**src/rtl/led_pattern_gen.sv**
```systemverilog
// LED pattern engine: a tick prescaler, a debounced pause button and
// blink/chase/count pattern state, with a registered output multiplexer
// that selects the pattern to show.
module led_pattern_gen #(
    parameter int N_LEDS       = 8,
    parameter int CLK_HZ       = 50_000_000,
    parameter int TICK_HZ      = 4,
    parameter int DEBOUNCE_CYC = 1_000_000
) (
    input  logic              sys_clk,
    input  logic              sys_rst,
    input  logic [1:0]        mode,
    input  logic              dir,
    input  logic              pause_n,
    output logic [N_LEDS-1:0] led,
    output logic              tick,
    output logic              paused
);

    localparam int DIV = CLK_HZ / TICK_HZ;
    localparam int PW  = (DIV > 1) ? $clog2(DIV) : 1;
    localparam int DW  = (DEBOUNCE_CYC > 1) ? $clog2(DEBOUNCE_CYC + 1) : 1;

    typedef enum logic [1:0] {
        MODE_OFF   = 2'b00,
        MODE_BLINK = 2'b01,
        MODE_CHASE = 2'b10,
        MODE_COUNT = 2'b11
    } mode_e;

    generate
        if (DIV < 2) begin : g_bad_div
            $error("led_pattern_gen: CLK_HZ/TICK_HZ must be at least 2");
        end
        if (N_LEDS < 2) begin : g_bad_nleds
            $error("led_pattern_gen: N_LEDS must be at least 2");
        end
        if (DEBOUNCE_CYC < 1) begin : g_bad_deb
            $error("led_pattern_gen: DEBOUNCE_CYC must be at least 1");
        end
    endgenerate

    logic [PW-1:0]     presc_q, presc_d;
    logic              paused_q, paused_d;
    logic              sync1_q, sync1_d;
    logic              sync2_q, sync2_d;
    logic              deb_q, deb_d;
    logic [DW-1:0]     dcnt_q, dcnt_d;
    logic              blink_q, blink_d;
    logic [N_LEDS-1:0] chase_q, chase_d;
    logic [N_LEDS-1:0] count_q, count_d;
    logic [N_LEDS-1:0] led_q, led_d;
    logic              tick_w;
    logic              press_w;

    // Step strobe: last prescaler count, suppressed while frozen.
    always_comb begin
        tick_w = (presc_q == PW'(DIV - 1)) && !paused_q;
    end

    // Prescaler holds its count while paused so a resume continues the same period.
    always_comb begin
        presc_d = presc_q;
        if (!paused_q) begin
            if (tick_w) begin
                presc_d = '0;
            end else begin
                presc_d = presc_q + PW'(1);
            end
        end
    end

    // Button path: two-flop synchroniser, then a debouncer that restarts on any bounce.
    always_comb begin
        sync1_d = pause_n;
        sync2_d = sync1_q;
        deb_d   = deb_q;
        dcnt_d  = '0;
        press_w = 1'b0;
        if (sync2_q != deb_q) begin
            if (dcnt_q == DW'(DEBOUNCE_CYC - 1)) begin
                deb_d   = sync2_q;
                press_w = ~sync2_q;
            end else begin
                dcnt_d = dcnt_q + DW'(1);
            end
        end
        paused_d = paused_q ^ press_w;
    end

    // All three patterns stay live and advance on every tick regardless of mode.
    always_comb begin
        blink_d = blink_q;
        chase_d = chase_q;
        count_d = count_q;
        if (tick_w) begin
            blink_d = ~blink_q;
            if (dir) begin
                chase_d = {chase_q[0], chase_q[N_LEDS-1:1]};
            end else begin
                chase_d = {chase_q[N_LEDS-2:0], chase_q[N_LEDS-1]};
            end
            count_d = count_q + N_LEDS'(1);
        end
    end

    // Output mux from current mode and pattern state, registered below.
    always_comb begin
        led_d = '0;
        case (mode_e'(mode))
            MODE_OFF:   led_d = '0;
            MODE_BLINK: led_d = {N_LEDS{blink_q}};
            MODE_CHASE: led_d = chase_q;
            MODE_COUNT: led_d = count_q;
            default:    led_d = '0;
        endcase
    end

    // State registers; the button chain resets to the released (high) level.
    always_ff @(posedge sys_clk) begin
        if (sys_rst) begin
            presc_q  <= '0;
            paused_q <= 1'b0;
            sync1_q  <= 1'b1;
            sync2_q  <= 1'b1;
            deb_q    <= 1'b1;
            dcnt_q   <= '0;
            blink_q  <= 1'b0;
            chase_q  <= N_LEDS'(1);
            count_q  <= '0;
            led_q    <= '0;
        end else begin
            presc_q  <= presc_d;
            paused_q <= paused_d;
            sync1_q  <= sync1_d;
            sync2_q  <= sync2_d;
            deb_q    <= deb_d;
            dcnt_q   <= dcnt_d;
            blink_q  <= blink_d;
            chase_q  <= chase_d;
            count_q  <= count_d;
            led_q    <= led_d;
        end
    end

    assign led    = led_q;
    assign tick   = tick_w;
    assign paused = paused_q;

endmodule

```
**config.mk**
```make
export PLATFORM = sky130hd
export DESIGN_NAME = led_pattern_gen
export DESIGN_NICKNAME = d
export VERILOG_FILES = /design/src/rtl/led_pattern_gen.sv
export SDC_FILE = /design/constraint.sdc
export NUM_CORES = 1
export LEC_CHECK = 0
export CAP_MARGIN = 5
export CORE_ASPECT_RATIO = 1.1
export CORE_MARGIN = 2
export CORE_UTILIZATION = 30
export CTS_CLUSTER_DIAMETER = 120
export DETAILED_ROUTE_END_ITERATION = 8
export HOLD_SLACK_MARGIN = 0.06
export PLACE_DENSITY = 0.55
export RECOVER_POWER = 50
export SETUP_SLACK_MARGIN = 0.02
export SLEW_MARGIN = 40
export SYNTH_ARGS = -nofsm -noshare
export SYNTH_HDL_FRONTEND = slang
export SYNTH_SLANG_ARGS = --single-unit
```
**constraint.sdc**
```tcl
create_clock -name sys_clk -period 2.7 [get_ports sys_clk]
set_clock_uncertainty 0.1 [all_clocks]
set_input_delay 0.54 -clock sys_clk [delete_from_list [all_inputs] [get_ports sys_clk]]
set_output_delay 0.54 -clock sys_clk [all_outputs]
set_load 0.02 [all_outputs]
```
# [After elaboration in Yosys (flattened, before gate mapping)]
# Cells that the tools add are included.
[totals] output_inout_bits=10 word_cells=33 inputBits=6 romBits=0 memories=0 latch_bits=0 ff_bits=73 mem_bits_rw=0
[op_classes] n_lt_le_gt_ge=0 n_addsub=3 eq_ne=6 n_shift=0 n_div=0 bitwise_logic=4 n_mul=0 n_reduce_logical=5 n_mux=5
[ops] operator="$pmux 8 s4" count=1
[ops] operator="$add 24x1->24 const B" count=1
[ops] operator="$eq 24x24->1 const B" count=1
[ops] operator="$mux 24" count=1
[ops] operator="$add 20x1->20 const B" count=1
[ops] operator="$eq 20x20->1 const B" count=1
[ops] operator="$add 8x1->8 const B" count=1
[ops] operator="$mux 8" count=1
[ops] operator="$eq 2x2->1 const B" count=2
[ops] operator="$not 1->1" count=3
[ops] operator="$reduce_or 3->1" count=1
[ops] operator="$eq 2x1->1 const B" count=1
[ops] operator="$logic_not 2->1" count=1
[ops] operator="$mux 1" count=2
[ops] operator="$reduce_and 2->1" count=1
[ops] operator="$logic_and 1x1->1" count=1
[ops] operator="$logic_not 1->1" count=1
[ops] operator="$ne 1x1->1" count=1
[ops] operator="$xor 1x1->1" count=1

# [Depth between registers and ports, before layout]
[logic_depth] depth_word=4 mapped_depth=7 depth_no_buf=5

# [Least setup slack after synthesis]
# Ideal clock, no wire load.
[synth_timing] path_kind="reg2out" startpoint="reg presc_q[0]" endpoint="out tick" setup_slack_ns=0.198 path_stages_with_launch=7 arrival_time_ns=1.862 n_path_buf=2 required_time_ns=2.060 path_cell_list="dfxtp_1 -> ha_1 -> nand3b_4 -> or4_4 -> buf_6 -> clkbuf_1 -> nor2_1"
[synth_via] elab_chain_len=2
[synth_lines] element="start, declared" line="43" source="logic [PW-1:0] presc_q, presc_d;"
[synth_lines] element="start signal, assigned" line="133" source="presc_q <= presc_d;"
[synth_lines] element="$eq 24x24->1" line="58" source="tick_w = (presc_q == PW'(DIV - 1)) && !paused_q;"
[synth_lines] element="$logic_and 1x1->1" line="58"
[synth_lines] element="end, declared" line="16" source="output logic tick,"
# Every way passes these cells.

# [Final worst setup path]
# Ends and elaborated chain as after synthesis.

==> run metrics <==
setup TNS=0 ns; Compound-Gate Fraction of Synth Area=roughly 15%; total power=between 2 and 2.5 mW; HP Start=sync1_q; outcome=complete, no violations; Post-Synth Simple-Gate Area=27.2%; CTS tree=built; Post-CTS Resized=3; Worst Max-Slew Pin Slew=0.509 ns; Final setup viols=0; Max Root-Sink Buffers=2; CP Data Required Time=between 2 and 2.5 ns; main combinational cell family by area after synthesis=simple AND/OR/NAND/NOR gates; H-tree level count=3; Leak=between 1 and 1.5 nW; Core Footprint=roughly 11000 um^2; Ant. Diodes=0; Slew HR=66.1%; met1 global-route usage=15.9%; Tot GR Track Use=12.7%; max-cap violations=0; synthesized area=3430 um^2; drt first pass iters=4; IO buf count=15; nets=427; Starting Density=between 30% and 40%; Syn Area/Cell=approximately 8.6 um^2; most common cell in the netlist=dfxtp_1; critical path peak fanout=2; initial antenna violation count=0; GRT met3 Usage=roughly 3.3%; XOR/XNOR Fraction of Synth Area=about 7.1%; post-synthesis cell count=a little under 400; ANT nets after route=0; CP endpoint kind=output port; vias in the first global route=around 2.7k; top cell type's share of synthesized area=between 40% and 50%; chip height=around 120 um; Worst-Skew Late Latency=between 0.3 and 0.4 ns; sequential-to-total area share from yosys stat=a little over two fifths; clock slew at reported path FFs=roughly 0.060 ns; row cnt=40; CTS Buf Count=9; RSZ-0062 raised after global routing=false; Final HPWL DP=~5100 um; CP startpoint kind=flop; hold_buf cts=0; ratio of cells with drive above 1 in the final layout=a little under an eighth; DRT Wirelength=roughly 7400 um; start point of the critical path=presc_q[0]; EDFF count, synth=0; die area=12300 um^2; synthesized flop and latch total=73; Final Wtd Congestion=between 0.7 and 0.8; Reg-to-Reg Start=presc_q[0]; type of the worst min-delay path=reg2reg; GRT overflow=0; Async SR Flop Fraction=0%; Detailed Route Iter0 Violations=between 100 and 150; pwr dens=roughly 580 nW/um^2; Tcrit/Tclk final=a little over nine tenths; Worst EP arrival=1.97 ns; mux cell area share after synthesis=under 10%; post-synth cell types=47; DIE WIDTH=between 100 and 150 um; area delta synth->final=18.9%; postcts setup bufs=0; Final Hold Fails=0; via count=roughly 2.9k; pin count of the biggest net entering global routing=28; synth cell count leaders=dfxtp_1, nor2_1, a21oi_1, nand3_1, xnor2_1; Synth Flop Type=dfxtp_1; GR Util met2=~20%; Root Buffer=clkbuf_16; via density per instance=just over 5; minimum clock period=between 2 and 3 ns; Synth Area in Adders=1.09%; first-pass GRT wire length=roughly 13000 um; Crit Path Category=reg2out; io pins=16; fin. max-slew vios=0; Ys Warns=0; DRC=0; routed len/inst=between 10 and 15 um; cell taking the most area after synthesis=dfxtp_1; top area cells in the synthesized netlist=dfxtp_1, xnor2_1, nor2_1; fillers=roughly 1.1k; Worst VDD drop=0.225 mV; Top Usage Layer GRT=met2; synthesized net count=407; FMAX=0.383 GHz; # clock sinks=73
-- final cells by class --
cell class / instances / area (um^2) / area share [%]
timing repair buffer: 33 / 274 / 6.72
inverter: 11 / 41.3 / 1.01
multi-input combinational: 290 / 1820 / 44.7
sequential: 73 / 1460 / 35.8
tap: 147 / 184 / 4.51
clock buffer: 10 / 229 / 5.61
clock inverter: 6 / 67.6 / 1.66
-- cell families after synthesis --
family | after synthesis
muxes | 8
DFF | 73
AOI/OAI and AO/OA | 84
buffers and inverters | 35
and+or+nand+nor | 167
xor gates and xnor gates | 28
adders and majority gates | 3
-- critical path, cell delays in order (launching register included) --
cell	delay (ns)
dfxtp_1	0.34
ha_2	0.21
nand3b_4	0.08
or4_4	0.51
nor2_1	0.20
clkdlybuf4s15_2	0.29
-- power by group --
part,total (mW),switching (mW),internal (mW),leakage (nW)
logic,0.0628,0.0363,0.0265,0.662
registers,1.09,0.00380,1.08,0.589
clock network,1.20,0.479,0.719,0.139
total,2.35,0.519,1.83,1.39
-- worst paths after layout --
path,to,slack (ns),depth (start not counted)
setup / recovery,tick,0.09,5
hold / removal,sync2_q,0.31,1
setup reg to reg,presc_q[15],0.22,7
hold reg to reg,sync2_q,0.31,1
-- layer usage --
| layer | wire length [um] | vias to the layer above |
|---|---|---|
| met4 | 156 | 0 |
| li1 | - | 1483 |
| met3 | 262 | 12 |
| met1 | 3560 | 1357 |
| met2 | 3420 | 32 |
| met5 | 0 | - |
-- through the flow --
stage / hold slack (ns) / setup WS, ns / utilization (%) / area, um^2 / std cells
floorplan: 0.289 / 0.198 / - / 3430 / 398
global placement: 0.302 / 0.0685 / 34.3 / 3790 / 554
detailed placement: 0.297 / 0.0558 / 34.3 / 3790 / 554
CTS: 0.313 / 0.0355 / 37.0 / 4090 / 570
global route: 0.332 / 0.0207 / 36.9 / 4080 / 570
finish: 0.310 / 0.0873 / 36.9 / 4080 / 570
-- layout by cell type, fill, tap and decap left out, types with 2 or more instances in the layout --
cell,Yosys,routed
a21oi_1,30,30
inv_1,11,11
o21ai_1,14,9
nand2_1,18,18
o211ai_1,2,2
a22oi_1,8,8
clkbuf_2,0,2
nor3_1,5,5
nand4_1,11,11
dfxtp_1,73,73
a21o_1,8,8
clkbuf_1,17,3
buf_4,0,14
nor2b_1,6,6
ha_1,3,2
clkbuf_16,0,9
nand3_1,24,24
and4_1,2,2
o21ai_0,7,12
or3b_1,2,2
mux2_2,7,7
o31ai_1,10,10
nor4_1,12,12
nor2_1,45,45
dlygate4sd3_1,0,11
or3_1,9,9
and3_1,3,3
clkinvlp_4,0,2
xnor2_1,21,21
xor2_1,7,7
or2_2,4,4
or4_1,15,15
clkdlybuf4s50_1,0,3
-- registers in the layout, summed over array words and instances (netlist names) --
register and flops:
sync1_q 1, deb_q 1, blink_q 1, chase_q 8, count_q 8, presc_q 24
led 8, dcnt_q 20, paused 1, sync2_q 1
(Power assumes the default switching activity.)
